===== src/rtl/fix_serializer.sv =====
// FIX field serializer: binary tag + value byte stream -> "tag=value<SOH>",
// optionally followed by a "10=ddd<SOH>" checksum trailer on the last field.
module fix_serializer #(
   parameter int unsigned TAG_W    = 16,
   parameter logic [7:0]  SOH_C    = 8'h01,
   parameter logic [7:0]  SEP_C    = 8'h3D,
   parameter bit          CKSUM_EN = 1'b1
) (
   input  logic             clk,
   input  logic             rst,
   input  logic             fld_valid_i,
   output logic             fld_ready_o,
   input  logic [TAG_W-1:0] fld_tag_i,
   input  logic             fld_last_i,
   input  logic             val_valid_i,
   output logic             val_ready_o,
   input  logic [7:0]       val_data_i,
   input  logic             val_last_i,
   output logic [7:0]       data_o,
   output logic             data_valid_o,
   input  logic             data_ready_i,
   output logic             soh_o,
   output logic             msg_end_o,
   output logic             busy_o
);

   // Decimal digits needed for TAG_W bits (log10(2) ~ 0.301).
   localparam int unsigned ND = (TAG_W * 301) / 1000 + 1;
   localparam int unsigned BW = ND * 4;
   localparam int unsigned DW = (ND > 1) ? $clog2(ND) : 1;
   localparam int unsigned CW = $clog2(TAG_W + 1);

   typedef enum logic [2:0] {StIdle, StConv, StTag, StSep, StValue, StFsoh, StCk} state_e;

   state_e           state_q, state_d;
   logic [TAG_W-1:0] bin_q, bin_d, step_bin;
   logic [BW-1:0]    bcd_q, bcd_d, step_bcd, adj_bcd;
   logic [CW-1:0]    cnt_q, cnt_d;
   logic [DW-1:0]    dig_q, dig_d, msd;
   logic [2:0]       ck_idx_q, ck_idx_d;
   logic [7:0]       sum_q, sum_d, ck_q, ck_d;
   logic [7:0]       data_q, data_d, byte_n;
   logic             last_q, last_d;
   logic             dv_q, dv_d, soh_q, soh_d, end_q, end_d;
   logic             emit, soh_n, end_n, out_free;

   always_ff @(posedge clk or posedge rst) begin
      if (rst) begin
         state_q  <= StIdle;
         bin_q    <= '0;
         bcd_q    <= '0;
         cnt_q    <= '0;
         dig_q    <= '0;
         ck_idx_q <= '0;
         sum_q    <= '0;
         ck_q     <= '0;
         data_q   <= '0;
         last_q   <= 1'b0;
         dv_q     <= 1'b0;
         soh_q    <= 1'b0;
         end_q    <= 1'b0;
      end else begin
         state_q  <= state_d;
         bin_q    <= bin_d;
         bcd_q    <= bcd_d;
         cnt_q    <= cnt_d;
         dig_q    <= dig_d;
         ck_idx_q <= ck_idx_d;
         sum_q    <= sum_d;
         ck_q     <= ck_d;
         data_q   <= data_d;
         last_q   <= last_d;
         dv_q     <= dv_d;
         soh_q    <= soh_d;
         end_q    <= end_d;
      end
   end

   // One double-dabble step: add-3 on nibbles >= 5, then shift left.
   always_comb begin
      adj_bcd = bcd_q;
      for (int i = 0; i < ND; i++) begin
         if (adj_bcd[4*i +: 4] >= 4'd5) adj_bcd[4*i +: 4] = adj_bcd[4*i +: 4] + 4'd3;
      end
      {step_bcd, step_bin} = {adj_bcd[BW-2:0], bin_q, 1'b0};
      msd = '0;
      for (int i = 0; i < ND; i++) begin
         if (step_bcd[4*i +: 4] != 4'd0) msd = DW'(i);
      end
   end

   always_comb begin
      state_d     = state_q;
      bin_d       = bin_q;
      bcd_d       = bcd_q;
      cnt_d       = cnt_q;
      dig_d       = dig_q;
      ck_idx_d    = ck_idx_q;
      sum_d       = sum_q;
      ck_d        = ck_q;
      last_d      = last_q;
      data_d      = data_q;
      dv_d        = dv_q;
      soh_d       = soh_q;
      end_d       = end_q;
      emit        = 1'b0;
      byte_n      = 8'h00;
      soh_n       = 1'b0;
      end_n       = 1'b0;
      fld_ready_o = 1'b0;
      val_ready_o = 1'b0;
      out_free    = !dv_q || data_ready_i;

      unique case (state_q)
         StIdle: begin
            fld_ready_o = 1'b1;
            if (fld_valid_i) begin
               bin_d   = fld_tag_i;
               bcd_d   = '0;
               cnt_d   = '0;
               last_d  = fld_last_i;
               state_d = StConv;
            end
         end
         StConv: begin
            bcd_d = step_bcd;
            bin_d = step_bin;
            cnt_d = cnt_q + 1'b1;
            if (cnt_q == CW'(TAG_W - 1)) begin
               dig_d   = msd;
               state_d = StTag;
            end
         end
         StTag: begin
            emit   = 1'b1;
            byte_n = 8'h30 + {4'h0, bcd_q[4*dig_q +: 4]};
            if (out_free) begin
               if (dig_q == '0) state_d = StSep;
               else dig_d = dig_q - 1'b1;
            end
         end
         StSep: begin
            emit   = 1'b1;
            byte_n = SEP_C;
            if (out_free) state_d = StValue;
         end
         StValue: begin
            val_ready_o = out_free;
            emit        = val_valid_i;
            byte_n      = val_data_i;
            if (val_valid_i && out_free && val_last_i) state_d = StFsoh;
         end
         StFsoh: begin
            emit   = 1'b1;
            byte_n = SOH_C;
            soh_n  = 1'b1;
            if (out_free) begin
               if (last_q && CKSUM_EN) begin
                  ck_d     = sum_q + SOH_C;
                  ck_idx_d = '0;
                  state_d  = StCk;
               end else begin
                  state_d = StIdle;
               end
            end
         end
         StCk: begin
            emit = 1'b1;
            case (ck_idx_q)
               3'd0:    byte_n = 8'h31;
               3'd1:    byte_n = 8'h30;
               3'd2:    byte_n = 8'h3D;
               3'd3:    byte_n = 8'h30 + (ck_q / 8'd100);
               3'd4:    byte_n = 8'h30 + ((ck_q / 8'd10) % 8'd10);
               3'd5:    byte_n = 8'h30 + (ck_q % 8'd10);
               default: begin
                  byte_n = SOH_C;
                  soh_n  = 1'b1;
                  end_n  = 1'b1;
               end
            endcase
            if (out_free) begin
               ck_idx_d = ck_idx_q + 1'b1;
               if (ck_idx_q == 3'd6) begin
                  sum_d   = '0;
                  state_d = StIdle;
               end
            end
         end
         default: state_d = StIdle;
      endcase

      // Trailer bytes never feed the running checksum.
      if (emit && out_free) begin
         data_d = byte_n;
         soh_d  = soh_n;
         end_d  = end_n;
         dv_d   = 1'b1;
         if (state_q != StCk) sum_d = sum_q + byte_n;
      end else if (data_ready_i) begin
         dv_d = 1'b0;
      end
   end

   assign data_o       = data_q;
   assign data_valid_o = dv_q;
   assign soh_o        = soh_q;
   assign msg_end_o    = end_q;
   assign busy_o       = (state_q != StIdle) || dv_q;

endmodule


===== config.mk =====
export PLATFORM = sky130hd
export DESIGN_NAME = fix_serializer
export DESIGN_NICKNAME = d
export VERILOG_FILES = /design/src/rtl/fix_serializer.sv
export SDC_FILE = /design/constraint.sdc
export NUM_CORES = 1
export LEC_CHECK = 0
export CORE_UTILIZATION = 25
export DETAILED_ROUTE_END_ITERATION = 8
export PLACE_DENSITY = 0.43
export SLEW_MARGIN = 20
export SYNTH_ARGS = -nofsm -noshare
export SYNTH_HDL_FRONTEND = slang
export SYNTH_SLANG_ARGS = --single-unit

===== constraint.sdc =====
create_clock -name clk -period 7.5 [get_ports clk]
set_input_delay 1.5 -clock clk [delete_from_list [all_inputs] [get_ports clk]]
set_output_delay 1.5 -clock clk [all_outputs]
set_load 0.05 [all_outputs]

# Yosys cells after proc, flatten, opt, wreduce, memory -nomap -nowiden
# Cells that the tools add are included.
# totals
regBits	78
wordCells	137
in_bits	31
# classes
n_shift	1
magnitude_cmp	5
n_mux	49
eq_ne	25
n_addsub	14
div	4
reduce_logical	26
# ops
operator	count
3-bit 2-to-1 mux	20
8-bit case mux with 6 select lines	1
8-bit 2-to-1 mux	5
20-bit case mux with 2 select lines	1
8-bit case mux with 5 select lines	1
16-bit case mux with 2 select lines	1
6-bit by 8-bit adder with 8-bit output, first input constant	3
2-bit inequality test, second input constant	11
3-bit case mux with 7 select lines	1
4-bit by 3-bit greater-or-equal comparator with 1-bit output, second input constant	5
20-bit 2-to-1 mux	1
20-bit by 6-bit variable part select with 4-bit output	1
3-bit == test, second input constant	6
4-bit by 2-bit adder with 4-bit output, second input constant	4
8-bit by 4-bit remainder unit with 8-bit output, second input constant	2
16-bit 2-to-1 mux	1
4-bit 2-to-1 mux	4
4-bit nonzero test	4
3-bit by 2-bit == test with 1-bit output, second input constant	4
3-bit case mux with 2 select lines	2
5-bit case mux with 2 select lines	1
3-bit zero test	3
9-bit AND reduction	1
8-bit by 1-bit adder with 8-bit output, second input constant	1
other kinds (24)	40

# Longest topological paths before layout
# Gate-level depths: netlist of run 1.
# depth
depth_word	9
mapped_depth	31
depth_no_buf	28

# Worst setup path after synthesis of run 1
# Ideal clock, no wire load.
# synth_path
path_kind	register -> register
start	register ck_q[3]
end	register sum_q[7]
slack_ns	1.011
path_buffers	3
required_time_ns	7.420
stages_incl_launch_ff	31
synth_period_minus_slack_ns	6.489
t_arrival_ns	6.408
cell_sequence	dfrtp_1 -> clkbuf_1 -> inv_1 -> clkbuf_1 -> ha_1 -> or2_1 -> clkbuf_1 -> maj3_2 -> a211o_1 -> a21boi_1 -> nor2_1 -> inv_1 -> ha_1 -> nor4b_2 -> a31oi_1 -> a311o_1 -> nand2b_1 -> xnor2_1 -> o21ai_0 -> a221o_1 -> ha_1 -> a21o_1 -> a21o_1 -> a21o_1 -> a21oi_1 -> o21bai_1 -> a21oi_1 -> inv_1 -> and3_1 -> or4_1 -> o211ai_2
# synth_via
elab_chain_cells	8
word_cells_on_any_way	12
# synth_lines
element	line_no	rtl
start, declared	41	logic [7:0] sum_q, sum_d, ck_q, ck_d;
start signal, assigned	70	ck_q <= ck_d;
8-bit by 4-bit divider with 8-bit output	174	3'd4: byte_n = 8'h30 + ((ck_q / 8'd10) % 8'd10);
8-bit by 4-bit remainder unit with 8-bit output	174	
6-bit by 8-bit adder with 8-bit output	174	
8-bit case mux with 6 select lines (*)	169	case (ck_idx_q)
8-bit case mux with 5 select lines (*)	114	unique case (state_q)
net byte_n[1]	42	logic [7:0] data_q, data_d, byte_n;
8-bit adder (*)	199	if (state_q != StCk) sum_d = sum_q + byte_n;
8-bit 2-to-1 mux (*)	199	
8-bit 2-to-1 mux (*)	194	if (emit && out_free) begin
net sum_d[7]	41	
end signal, assigned	69	sum_q <= sum_d;
end, declared	41	
# The timed path passes the listed nets; every way through them passes the cells marked *.
# A chain may end at the register's enable or synchronous reset.

# Final worst setup path of run 1
# layout_path
start	register ck_q[4]
end	register sum_q[7]
# The elaborated chain is that of the path after synthesis.

==> results of run 1 <==
-- cell families after synthesis --
logic type	count (synthesis)
and+or+nand+nor	270
AOI/OAI and AO/OA	233
buffers and inverters	80
DFF	78
adders and majority gates	39
xor gates and xnor gates	25
muxes	20
-- cell type report --
type | instances | area [um2]
tap | 324 | 405
multi-input combinational | 587 | 3890
clock buffer | 10 | 239
sequential | 78 | 1950
timing repair buffer | 52 | 500
inverter | 38 | 144
clock inverter | 6 | 91.3
fill | 2607 | 17000
-- layout by cell type (no fill, tap or decap), drive strengths merged, types with 8 or more instances in the layout --
cell type       n
buf             8
nand2b         21
nor2b          10
mux2           14
o31ai           9
clkbuf         10
clkdlybuf4s50  44
o21ai          71
dfrtp          78
nand2          51
ha             36
a211oi          8
nor2           75
a31oi           9
nor3b          11
nor3           18
o22ai          22
nand3          38
inv            39
a21oi          54
xnor2          20
-- through the flow --
step | util (%) | setup WS [ns] | hold slack, ns | std cells | cell area (um2)
after floorplan | - | 1.01 | 0.439 | 745 | 6160
after global placement | 28.4 | 0.918 | 0.457 | 1079 | 6890
after detailed placement | 28.4 | 0.853 | 0.463 | 1079 | 6890
after CTS | 29.8 | 0.812 | 0.480 | 1095 | 7220
after global routing | 29.8 | 0.257 | 0.512 | 1095 | 7220
final | 29.8 | 0.824 | 0.474 | 1095 | 7220
-- cells in the mapped netlist (10+ instances only) --
cell,number
clkbuf_1,30
inv_1,38
nor2_1,75
nand2b_1,21
o21ai_0,68
ha_1,36
o22ai_1,22
nor2b_1,10
mux2_2,14
xnor2_1,20
nand3_1,38
dfrtp_1,78
a21oi_1,52
nand2_1,50
nor3_1,17
-- registers in the layout (all words and copies together) (netlist names) --
| name | flops |
|---|---|
| msg_end_o | 1 |
| ck_idx_q | 3 |
| last_q | 1 |
| data_o | 8 |
| sum_q | 8 |
| dig_q | 3 |
| soh_o | 1 |
| bcd_q | 20 |
| data_valid_o | 1 |
| cnt_q | 5 |
| bin_q | 16 |
| state_q | 3 |
| ck_q | 8 |
-- worst max-delay path, stage by stage (launching register included) --
cell      delay, ns
dfrtp_1        0.62
ha_1           0.34
or2_1          0.26
maj3_2         0.27
a211o_1        0.23
a21boi_1       0.11
nor2_1         0.48
inv_1          0.25
ha_1           0.27
nor4b_2        0.27
a31oi_1        0.19
a311o_1        0.41
nand2b_1       0.22
xnor2_1        0.15
o21ai_0        0.08
a221o_1        0.39
ha_1           0.28
a21o_1         0.17
a21o_1         0.19
a21o_1         0.18
a21oi_1        0.22
o21bai_1       0.11
a21oi_1        0.15
inv_1          0.06
and3_1         0.18
or4_1          0.41
o211ai_2       0.09
-- routing by layer --
metal / vias up / wire, um / track usage, %
met2: 90 / 8240 / 23.2
met4: 0 / 147 / 2.93
met3: 9 / 409 / 1.82
li1: 2757 / - / -
met5: - / 0 / 0
met1: 2608 / 8580 / 19.5
-- worst max-delay path by stage --
stage | to | slack [ns] | depth (start not counted)
CTS | sum_q[7] | 0.81 | 26
global placement | sum_q[7] | 0.92 | 26
detailed placement | sum_q[7] | 0.85 | 26
floorplan | sum_q[7] | 1.01 | 30
global route | sum_q[7] | 0.26 | 26
finish | sum_q[7] | 0.82 | 26
==> results.md, run 1 <==
* Critical Path Sink Type: flip-flop
* DRT Pass-1 Iters at 4
* FF+latch count, synth at between 70 and 80
* Hold path depth at 2
* Die Y at ~160 um
* Top Ports at 45
* Post-DP HPWL at 12.8 mm
* Number of enable flip-flop cells after synthesis at 0
* Xor/xnor share of the synthesized area at 3.55%
* Yosys top cell area share at a little under a third
* Largest family of logic cells by synthesized area: compound AO/OA/AOI/OAI gates
* CP Max Fanout at 15
* TritonCTS Buffers at 9
* Wirelength per Cell at 15.9 um
* Vias per Instance at roughly 5
* Reg2reg start: ck_q[4]
* Fin Setup TNS at 0 ns
* GRT Total Usage at ~14%
* R2R setup slack at roughly 0.8 ns
* Largest net degree at the start of global routing at 68
* Hold path startpoint: bin_q[15]
* DRT iter0 DRCs at 283
* Vias in the first global route at 5297
* Sequential area share after synthesis at 31.7%
* Die area at 25300 um2
* Std cell rows at 57
* Ys Warns at 0
* FFs w/ async S/R, synth at 100%
* H-tree levels at 3
* Area delta synth->final at 17.3%
* Post-CTS Hold Fix Bufs at 0
* Clock sink total at between 70 and 80
* Layout Nets at 834
* Slew margin rel. at roughly two fifths
* Core region area at 24200 um2
* Simple-gate share of the synthesized area at 22.8%
* Synthesized area at 6160 um2
* Startpoint Class: flip-flop
* Post-cts sizing count at 0
* Hold Path End: bcd_q[0]
* CTS tree: built
* Post-synth net total at 813
* Worst Tran Pin Value at 0.908 ns
* Synth top area cells: dfrtp_1 32%, ha_1 7.3%, o21ai_0 5.5%
* Via Count at 5464
* Crit path arrival time at 6.94 ns
* Final worst-path cycle share at between 80% and 90%
* Final setup viols at 0
* Reg2reg path depth at 26
* Max-Cap Viols at 0
* RSZ-0062 raised after global routing: false
* Initial antenna violation count at 0
* Syn Area/Cell at 8.27 um2
* Total Wirelength at approximately 17 mm
* Post-synth cell types at 83
* Mapped Cells at roughly 750
* Min-delay worst type: reg2reg
* CTS max path bufs at 2
* Clock Latency Late Sink at 0.34 ns
* Worst setup path start: ck_q[4]
* End of the worst register-to-register path: sum_q[7]
* Max Freq at 150 MHz
* Portion of netlist area occupied by mux cells at around 4.1%
* Slew Limit Fails at 0
* First-pass GRT wire length at 28.7 mm
* CTS clk-pin slew, worst paths at 0.07 ns
* ANT cells at 0
* Post-Synth Adder-Cell Area at 7.98%
* Post-CTS Setup Bufs at 0
* Die width at 159 um
* Dominant synthesized flop cell: dfrtp_1
* Fin Clk Skew at between 0.006 and 0.007 ns
* Worst path required time at 7.76 ns
* Share of layout cells above drive strength 1 at 8.30%
* Root Driver: clkbuf_16
* Grt total ovfl at 0
* Crit Path Category: reg2reg
* Routed Antenna Nets at 0
* DR DRC count at 0
* Status: finished clean
* PortBufs at 44
* Post-synth top area cell: dfrtp_1
* Placer Congestion at between 0.8 and 0.9
* Tmin final at 6.68 ns
* Compound-Gate Fraction of Synth Area at between 20% and 30%
* Hold Vio Cnt, Final at 0
* Starting Density at about a quarter
Power of run 1 is left out: the tool's default activity adds up to more than one toggle a clock period on the data nets, which glitch-free logic cannot reach.
==> run 2: changes to the inputs <==
--- a/config.mk
+++ b/config.mk
@@ -7,7 +7,6 @@
 export LEC_CHECK = 0
 export CORE_UTILIZATION = 25
 export DETAILED_ROUTE_END_ITERATION = 8
-export PLACE_DENSITY = 0.43
 export SLEW_MARGIN = 20
 export SYNTH_ARGS = -nofsm -noshare
 export SYNTH_HDL_FRONTEND = slang
==> constraint.sdc (replaced) <==
create_clock -name clk -period 7.5 [get_ports clk]
set_input_delay 1.125 -clock clk [delete_from_list [all_inputs] [get_ports clk]]
set_output_delay 1.125 -clock clk [all_outputs]
set_load 0.005 [all_outputs]
==> run 2 against run 1 <==
Compared with the run above: die area did not move; critical path type unchanged; via count rose by 1.5%; critical path depth rose by 1; cell area fell by 0.73%; fmax fell by 0.87%; worst setup slack got worse by 0.058 ns; largest cell class unchanged; register-to-register slack got worse by 0.06 ns; global-route usage fell by 1.1 points; first-iteration DRC count rose by 16%; critical endpoint unchanged; sequential cell count did not move; core utilization fell by 0.22 points; count of clock-buffer cells in the layout fell by 1.
==> results.md, run 2 (synthesized netlist as in run 1, its figures left out) <==
* Clock Latency Late Sink at between 0.3 and 0.4 ns
* Pleak at 2.83 nW
* Starting Density at 25.4%
* Wirelength per Cell at 14.7 um
* Min-delay worst type: reg2reg
* Worst Tran Pin Value at 0.806 ns
* Core region area at 24200 um2
* Critical Path Sink Type: flip-flop
* Total Wirelength at 16.0 mm
* Vias in the first global route at 5109
* Fin Clk Skew at 0.00827 ns
* Commonest non-fill, non-tap cell in the layout: dfrtp_1
* H-tree levels at 3
* Post-CTS Hold Fix Bufs at 0
* Share of layout cells above drive strength 1 at 7.94%
* Post-CTS Setup Bufs at 0
* Hold Vio Cnt, Final at 0
* Hold path depth at 2
* Startpoint Class: flip-flop
* Crit path largest cell delay at 0.46 ns
* Crit Path Category: reg2reg
* PnR worst setup slack at about 0.77 ns
* End of the worst register-to-register path: sum_q[7]
* Post-route cell area at between 7000 and 8000 um2
* RSZ-0062 raised after global routing: false
* DRT Pass-1 Iters at 4
* Post-cts sizing count at 0
* Commonest non-fill, non-tap cells in the layout: 78 x dfrtp_1, 75 x nor2_1, 68 x o21ai_0, 52 x a21oi_1, 50 x nand2_1
* Cell count after placement at 1077
* Initial antenna violation count at 0
* Reg2reg path depth at 27
* CTS max path bufs at 2
* Final setup viols at 0
* Largest net degree at the start of global routing at 79
* Overall power at 0.00373 W
* Hold path startpoint: bin_q[15]
* Final worst-path cycle share at 89.8%
* Placement Setup Slack at 0.897 ns
* PortBufs at 44
* CTS clk-pin slew, worst paths at 0.06 ns
* Vias per Instance at slightly above 5
* First-pass GRT wire length at between 20 and 30 mm
* Worst path required time at 7.76 ns
* DR DRC count at 0
* CP Max Fanout at 15
* Hold Path End: bcd_q[0]
* Power density cells at 520 nW/um2
* Slew Limit Fails at 0
* Routed Antenna Nets at 0
* Placer Congestion at 0.867
* Final Non-Filler Cells at between 1000 and 1500
* Area delta synth->final at 16.4%
* Post-DP HPWL at 11.7 mm
* TritonCTS Buffers at 9
* Root Driver: clkbuf_16
* Die area at 25300 um2
* Fill cell count at 2611
* ANT cells at 0
* Slew margin rel. at approximately 46%
* Fin Setup TNS at 0 ns
* Max-Cap Viols at 0
* CTS tree: built
* Layout Nets at 832
* Clock sink total at 78
* Top Registers: bcd_q x20, bin_q x16
* Max Freq at 148 MHz
* DRT iter0 DRCs at ~330
* Area of placed instances at 6880 um2
* Grt total ovfl at 0
* Peak supply drop at 0.000315 V
* Top Ports at 45
* GRT Total Usage at 12.9%
* R2R setup slack at 0.77 ns
* Reg2reg start: ck_q[3]
* Std cell rows at 57
* Largest Register: bcd_q
* Die Y at about 160 um
* Die width at 159 um
* Crit path arrival time at ~7 ns
* Worst path slowest cell: nor2_1
* Status: finished clean
* Via Count at 5548
* Largest register FFs at 20
* Tmin final at roughly 6.7 ns
run 2: cell types whose count changed in the layout (fill, tap and decap cells not counted):
cell	change
buf_4	-3
clkbuf_8	-1
buf_6	+1
clkinvlp_4	+2
clkinv_2	+1
bufinv_16	-1
inv_6	-2
run 2: critical path, delay by kind of cell, from the launching register on:
family	cells	cell delay, ns
flip-flops	1	0.37
adder cells (fa/ha/maj)	4	1.13
buffers and inverters	3	0.67
AND/OR/NAND/NOR	6	1.79
AO/OA/AOI/OAI	13	2.52
XOR/XNOR	1	0.15
run 2: power by group:
group,switching [W],internal [W]
Combinational,0.00144,0.000994
Sequential,0.000263,0.000601
Clock,0.000176,0.000255
Total,0.00188,0.00185
run 2: area by class of cell:
class	count	area, um2	area share, %
Clock buffer	9	225	3.14
Clock inverter	6	63.8	0.890
Inverter	38	144	2.01
Multi-Input combinational cell	587	3890	54.3
Sequential cell	78	1950	27.2
Tap cell	324	405	5.65
Timing Repair Buffer	50	489	6.82
run 2: metal layers:
layer	global-route usage, %	up-vias	share of wire, %
met5	0	-	0
met4	4.41	0	2.0
met3	1.93	19	3.5
met2	20.7	125	47
met1	17.6	2656	47
li1	-	2748	-
run 2: metrics by stage:
stage / hold WS (ns) / util (%)
finish: 0.469 / 29.6
CTS: 0.476 / 29.6
floorplan: 0.439 / -
detailed placement: 0.462 / 28.4
global route: 0.503 / 29.6
global placement: 0.454 / 28.4
run 2: worst max-delay path by stage:
stage,from,end,cells after the start
3_3_place_gp,ck_q[3],sum_q[7],27
3_5_place_dp,ck_q[3],sum_q[7],27
6_report,ck_q[3],sum_q[7],27
2_1_floorplan,ck_q[3],sum_q[7],30
4_1_cts,ck_q[3],sum_q[7],27
5_1_grt,ck_q[3],sum_q[7],27
Note: power is estimated with default switching activity, not from simulation.
